## src/rtl/axi_interconnect_pkg.sv

```systemverilog
// Shared AXI interconnect definitions: burst type codes and the
// write-address splitter state encoding.
package axi_interconnect_pkg;

  localparam logic [1:0] AXI_BURST_FIXED = 2'b00;
  localparam logic [1:0] AXI_BURST_INCR  = 2'b01;
  localparam logic [1:0] AXI_BURST_WRAP  = 2'b10;

  typedef enum logic [1:0] {
    ST_IDLE  = 2'd0,
    ST_ISSUE = 2'd1
  } aw_state_e;

endpackage

```

## src/rtl/axi_interconnect_width_convert_awsplit.sv

```systemverilog
// Write-address splitter: one slave AW burst -> one or more master AW
// sub-bursts, with one request-FIFO push per issued sub-burst.
//
// Ports:
//   clk_sys, rst         clock, synchronous active-high reset
//   s_aw*                slave AW channel (s_awready out)
//   m_aw*                master AW channel, all outputs registered
//   req_en / req_last    request-FIFO push and final-sub-burst flag
//
// Build option: AXI_IC_AWSPLIT_ALIGN_EN makes INCR sub-bursts after the
// first start on a (MAX_BURST_LEN << size)-byte boundary.
module axi_interconnect_width_convert_awsplit
  import axi_interconnect_pkg::*;
#(
  parameter int WIDTH_ID      = 4,
  parameter int WIDTH_AUSER   = 1,
  parameter int WIDTH_ADDR    = 32,
  parameter int MAX_BURST_LEN = 16,
  parameter int U_DLY         = 1,
  localparam int W_ID    = (WIDTH_ID == 0) ? 1 : WIDTH_ID,
  localparam int W_AUSER = (WIDTH_AUSER == 0) ? 1 : WIDTH_AUSER
) (
  input  logic                  clk_sys,
  input  logic                  rst,
  input  logic [W_ID-1:0]       s_awid,
  input  logic [WIDTH_ADDR-1:0] s_awaddr,
  input  logic [7:0]            s_awlen,
  input  logic [2:0]            s_awsize,
  input  logic [1:0]            s_awburst,
  input  logic [W_AUSER-1:0]    s_awuser,
  input  logic                  s_awvalid,
  output logic                  s_awready,
  output logic [W_ID-1:0]       m_awid,
  output logic [WIDTH_ADDR-1:0] m_awaddr,
  output logic [7:0]            m_awlen,
  output logic [2:0]            m_awsize,
  output logic [1:0]            m_awburst,
  output logic [W_AUSER-1:0]    m_awuser,
  output logic                  m_awvalid,
  input  logic                  m_awready,
  output logic                  req_en,
  output logic                  req_last
);

  localparam logic [8:0] MAXB = 9'(MAX_BURST_LEN);

  aw_state_e r_state;
  // Beats still to issue after the sub-burst currently on m_aw*.
  logic [8:0] r_remain;

  logic [WIDTH_ADDR-1:0] w_addr;
  logic [WIDTH_ADDR-1:0] w_mask;
  logic [WIDTH_ADDR-1:0] w_step;
  logic [8:0]            w_remain;
  logic [8:0]            w_align;
  logic [8:0]            w_cap;
  logic [8:0]            w_beats;
  logic [8:0]            w_remain_after;
  logic [2:0]            w_size;
  logic [1:0]            w_burst;
  logic                  w_unused_dly;

  // Delay parameter kept for interface compatibility only.
  assign w_unused_dly = (U_DLY != 0);

  assign s_awready = (r_state == ST_IDLE);
  assign req_en    = m_awvalid & m_awready;
  assign req_last  = (r_remain == 9'd0);

  // Sizing of the sub-burst to load next: from the slave request when
  // idle, otherwise the continuation of the one being issued.
  always_comb begin
    w_mask         = '0;
    w_step         = '0;
    w_addr         = '0;
    w_remain       = '0;
    w_size         = '0;
    w_burst        = '0;
    w_align        = 9'd256;
    w_cap          = MAXB;
    w_beats        = '0;
    w_remain_after = '0;
    if (r_state == ST_IDLE) begin
      w_remain = {1'b0, s_awlen} + 9'd1;
      w_addr   = s_awaddr;
      w_size   = s_awsize;
      w_burst  = s_awburst;
    end else begin
      w_remain = r_remain;
      w_mask   = (WIDTH_ADDR'(1) << m_awsize) - WIDTH_ADDR'(1);
      w_step   = WIDTH_ADDR'({1'b0, m_awlen} + 9'd1) << m_awsize;
      // Later sub-bursts restart from the size-aligned address.
      w_addr   = (m_awaddr & ~w_mask) + w_step;
      w_size   = m_awsize;
      w_burst  = m_awburst;
    end
`ifdef AXI_IC_AWSPLIT_ALIGN_EN
    w_align = MAXB - 9'((w_addr >> w_size)
                        & WIDTH_ADDR'(MAX_BURST_LEN - 1));
`else
    w_align = 9'd256;
`endif
    w_cap = (w_align < MAXB) ? w_align : MAXB;
    // Non-INCR and short bursts are never split.
    if ((w_burst != AXI_BURST_INCR) || (w_remain <= MAXB)) begin
      w_beats = w_remain;
    end else begin
      w_beats = (w_remain < w_cap) ? w_remain : w_cap;
    end
    w_remain_after = w_remain - w_beats;
  end

  always_ff @(posedge clk_sys) begin
    if (rst) begin
      r_state   <= ST_IDLE;
      r_remain  <= '0;
      m_awid    <= '0;
      m_awaddr  <= '0;
      m_awlen   <= '0;
      m_awsize  <= '0;
      m_awburst <= '0;
      m_awuser  <= '0;
      m_awvalid <= 1'b0;
    end else begin
      unique case (r_state)
        ST_IDLE: begin
          if (s_awvalid) begin
            m_awid    <= s_awid;
            m_awsize  <= s_awsize;
            m_awburst <= s_awburst;
            m_awuser  <= s_awuser;
            m_awaddr  <= w_addr;
            m_awlen   <= 8'(w_beats - 9'd1);
            r_remain  <= w_remain_after;
            m_awvalid <= 1'b1;
            r_state   <= ST_ISSUE;
          end
        end
        ST_ISSUE: begin
          if (m_awready) begin
            if (r_remain == 9'd0) begin
              m_awvalid <= 1'b0;
              r_state   <= ST_IDLE;
            end else begin
              m_awaddr <= w_addr;
              m_awlen  <= 8'(w_beats - 9'd1);
              r_remain <= w_remain_after;
            end
          end
        end
        default: begin
          m_awvalid <= 1'b0;
          r_state   <= ST_IDLE;
        end
      endcase
    end
  end

endmodule

```

## config.mk

```make
export PLATFORM = sky130hd
export DESIGN_NAME = axi_interconnect_width_convert_awsplit
export DESIGN_NICKNAME = d
export VERILOG_FILES = /design/src/rtl/axi_interconnect_pkg.sv /design/src/rtl/axi_interconnect_width_convert_awsplit.sv
export SDC_FILE = /design/constraint.sdc
export NUM_CORES = 1
export LEC_CHECK = 0
export CAP_MARGIN = 30
export CORE_ASPECT_RATIO = 1.25
export CORE_MARGIN = 2
export CORE_UTILIZATION = 52
export CTS_CLUSTER_SIZE = 14
export DETAILED_ROUTE_END_ITERATION = 7
export PLACE_DENSITY = 0.92
export SYNTH_ARGS = -nofsm -noshare
export SYNTH_HDL_FRONTEND = slang
export SYNTH_SLANG_ARGS = --single-unit
```

## constraint.sdc

```tcl
create_clock -name clk_sys -period 4.72 [get_ports clk_sys]
set_input_delay 0.708 -clock clk_sys [delete_from_list [all_inputs] [get_ports clk_sys]]
set_output_delay 0.708 -clock clk_sys [all_outputs]
set_load 0.01 [all_outputs]
```

==> metrics.log <==
[metrics] number of antenna violations at the first check in global routing: 0
[metrics] number of cells on the worst reg-to-reg path: 16
[metrics] iteration count of the initial detailed-routing pass: 8
[metrics] Final ANT Viol Nets: 0
[metrics] headroom to the max-slew limit: 0.4346
[metrics] setup slack, reg-to-reg: 0.57 ns
[metrics] effective utilization at floorplan: 0.5376
[metrics] number of flip-flops and latches in the synthesized netlist: 60
[metrics] post-synthesis sequential area ratio: 0.2435
[metrics] all-layer global routing usage: 0.2887
[metrics] final setup violation count: 0
[metrics] Post-synth EDFFs: 0
[metrics] die outline area: 0.01029 sq mm
[metrics] top cell type's share of synthesized area: 0.2435
[metrics] number of violations of the max-capacitance limit: 0
[metrics] hold bufs inserted after CTS: 0
[metrics] number of buffers added for setup after CTS: 0
[metrics] async set or reset register ratio after synthesis: 0
[metrics] total clock sinks: 60
[metrics] commonest non-fill, non-tap cells in the layout: clkdlybuf4s50_1 (106), nand2_1 (91), nor2_1 (82)
[metrics] Cells on Worst Hold Path: 2
[metrics] static leakage: 2.420 nW
[metrics] Total Power: 2.276 mW
[metrics] class of the worst hold path: reg -> reg
[metrics] count of fill cells added during filler insertion: 744
[metrics] Root Driver: clkbuf_16
[metrics] slew of the pin with the lowest slew margin: 0.8481 ns
[metrics] vias in the first global route: 5360
[metrics] maximum fanout along the worst path: 4
[metrics] I/O Buffers: 107
[metrics] Mapped Cells: 670
[metrics] area occupied by multi-input gates: 0.003473 sq mm
[metrics] number of antenna cells inserted: 0
[metrics] Sum Neg Setup Slack: 0 ns
[metrics] startpoint-to-endpoint class of the critical path: in -> reg
[metrics] DRC violations left: 0
[metrics] number of unique standard cell types used by synthesis: 75
[metrics] predominant post-synthesis flop cell: dfxtp_1
[metrics] top cell type by total area after synthesis: dfxtp_1
[metrics] register area: 0.001201 sq mm
[metrics] Resized cells post-CTS: 0
[metrics] gpl congestion: 0.9240
[metrics] startpoint of the most critical register-to-register path: m_awlen[0]
[metrics] FMAX: 224.8 MHz
[metrics] site row count: 39
[metrics] power density over the cells: 356.3 mW/mm^2
[metrics] area of the mapped netlist: 0.004932 sq mm
[metrics] worst slack at placement: -0.01614 ns
[metrics] mean instance size in the synthesized netlist: 7.362 sq um
[metrics] met2 Usage GRT: 0.5220
[metrics] CTS tree: built
[metrics] outcome: completed
[metrics] Worst Clk Skew: 0.008980 ns
[metrics] max-slew violation count: 0
[metrics] via/cell ratio: 6.150
[metrics] Top Ports: 108
[metrics] total number of H-tree levels: 3
[metrics] insertion delay of the later-clocked pin in the worst-skew pair: 0.33 ns
[metrics] maximum clock path buffer count: 2
[metrics] sum of overflow across all layers after global routing: 0
[metrics] die span in y: 112.9 um
[metrics] RSZ-0062 raised after global routing: no
[metrics] met3 GRT Util: 0.05659
[metrics] min-delay src: m_awid[3]
[metrics] TritonCTS Buffers: 9
[metrics] Critical Path End Type: flop
[metrics] routed length per placed instance: 16.99 um
[metrics] most common cell after layout, fill and taps aside: clkdlybuf4s50_1
[metrics] Clk pin slew, worst setup/hold paths: 0.05 ns
[metrics] Hold Violations, Final: 0
[metrics] layout cell share with drive strength beyond 1: 0.07612
[metrics] setup ws final: 0.2722 ns
[metrics] synthesis warning total: 0
[metrics] Synth Net Count: 753
[metrics] period utilisation layout: 0.9423
[metrics] pin count of the biggest net entering global routing: 44
[metrics] Post-DP HPWL: 11310 um
[metrics] most used routing layer: met2
[metrics] routed via count: 5443
[metrics] floorplan die width: 91.11 um
[metrics] final net count: 841
[metrics] capture point of the worst reg-to-reg path: m_awaddr[24]
[metrics] kind of start point of the critical path: input pin
[metrics] Max rail drop VDD: 0.2304 mV
[metrics] Data arrival, critical path: 4.71 ns
[metrics] Area Overhead vs Synth: 29.55%
[metrics] Core Footprint: 0.009174 sq mm
[metrics] first-pass GRT wire length: 24690 um
[metrics] Worst Hold Path EP: m_awid[3]
[metrics] Total Routed Length: 15040 um
[metrics] critical path data required time: 4.98 ns
[metrics] post-layout minimum cycle time: 4.448 ns
[metrics] detailed router's first-iteration violation count: 465
[metrics] met1 GRT Util: 0.3195
[metrics] top cells by area in the synthesized netlist: dfxtp_1 (24%), nand2_1 (7.0%), ha_1 (6.8%)
power breakdown:
group	internal, mW	switching [mW]
Sequential	0.579	0.0893
Clock	0.449	0.233
Combinational	0.427	0.500
registers in the layout (all words and copies together), names as in the netlist:
register   count
m_awvalid      1
m_awuser       1
m_awid         4
m_awsize       3
m_awaddr      32
r_remain       9
m_awlen        8
m_awburst      2
metal layers:
| layer | vias to the layer above | routed length [um] |
|---|---|---|
| met5 | - | 0 |
| met4 | 0 | 680 |
| met3 | 69 | 966 |
| met2 | 253 | 7789 |
| met1 | 2540 | 5603 |
| li1 | 2581 | - |
cells in the mapped netlist (all sizes together), types with 6 or more instances:
cell type  count
and2           6
o211ai         7
mux2i         10
nand2         93
xnor2         14
clkbuf        35
o21ai         40
a211oi        23
buf            9
dfxtp         60
o21bai         6
nor2          83
a211o          6
xor2          12
ha            27
nand2b         8
a21o           9
a31oi          6
and3          10
nand3         13
or3           10
a2111oi        6
a21oi         63
nor2b         13
inv           19
nor3          19
worst max-delay path by stage:
| stage | end | startpoint | slack, ns | cells past startpoint |
|---|---|---|---|---|
| 2_1_floorplan | r_remain[8] | s_awlen[0] | 0.71 | 17 |
| 3_3_place_gp | r_remain[8] | s_awlen[0] | 0.27 | 19 |
| 3_5_place_dp | r_remain[8] | s_awlen[0] | -0.02 | 19 |
| 4_1_cts | r_remain[8] | s_awlen[0] | 0.29 | 19 |
| 5_1_grt | r_remain[8] | s_awlen[0] | 0.04 | 19 |
| 6_report | r_remain[8] | s_awlen[0] | 0.27 | 19 |
final cells by class:
class / count / area share
repair buffers: 121 / 0.1833
flip-flops and latches: 60 / 0.1880
clock inverters: 3 / 0.007049
clock buffers: 12 / 0.04171
multi-input cells: 545 / 0.5436
inverters: 21 / 0.01234
well taps: 123 / 0.02408
cells by family after synthesis:
| group | synth area share |
|---|---|
| xor gates and xnor gates | 0.04617 |
| DFF | 0.2435 |
| muxes | 0.03171 |
| adders and majority gates | 0.07661 |
| AOI/OAI and AO/OA | 0.2874 |
| buffers and inverters | 0.05277 |
| and+or+nand+nor | 0.2618 |
worst max-delay path, stage by stage:
cell and delay, ns:
clkdlybuf4s50_1 0.53, ha_1 0.27, nand3_1 0.13, o21ai_1 0.24
a31oi_4 0.12, or3_4 0.36, o31ai_4 0.23, nor2b_1 0.20
ha_1 0.17, inv_1 0.06, fa_1 0.40, a21o_1 0.18
a21oi_1 0.25, o21bai_1 0.10, a21oi_1 0.30, nor2b_1 0.09
o22ai_1 0.14, o211ai_1 0.11, a21oi_1 0.13
per-stage QoR:
step | hold slack (ns) | utilization | area, sq um | std cells
6_report | 0.4587 | 0.6965 | 6390 | 885
5_1_grt | 0.4809 | 0.6965 | 6390 | 885
4_1_cts | 0.4666 | 0.6965 | 6390 | 885
3_5_place_dp | 0.4552 | 0.6626 | 6078 | 870
3_3_place_gp | 0.4432 | 0.6626 | 6078 | 870
2_1_floorplan | 0.4375 | - | 4932 | 670
Power figures use the tool's default switching activity.
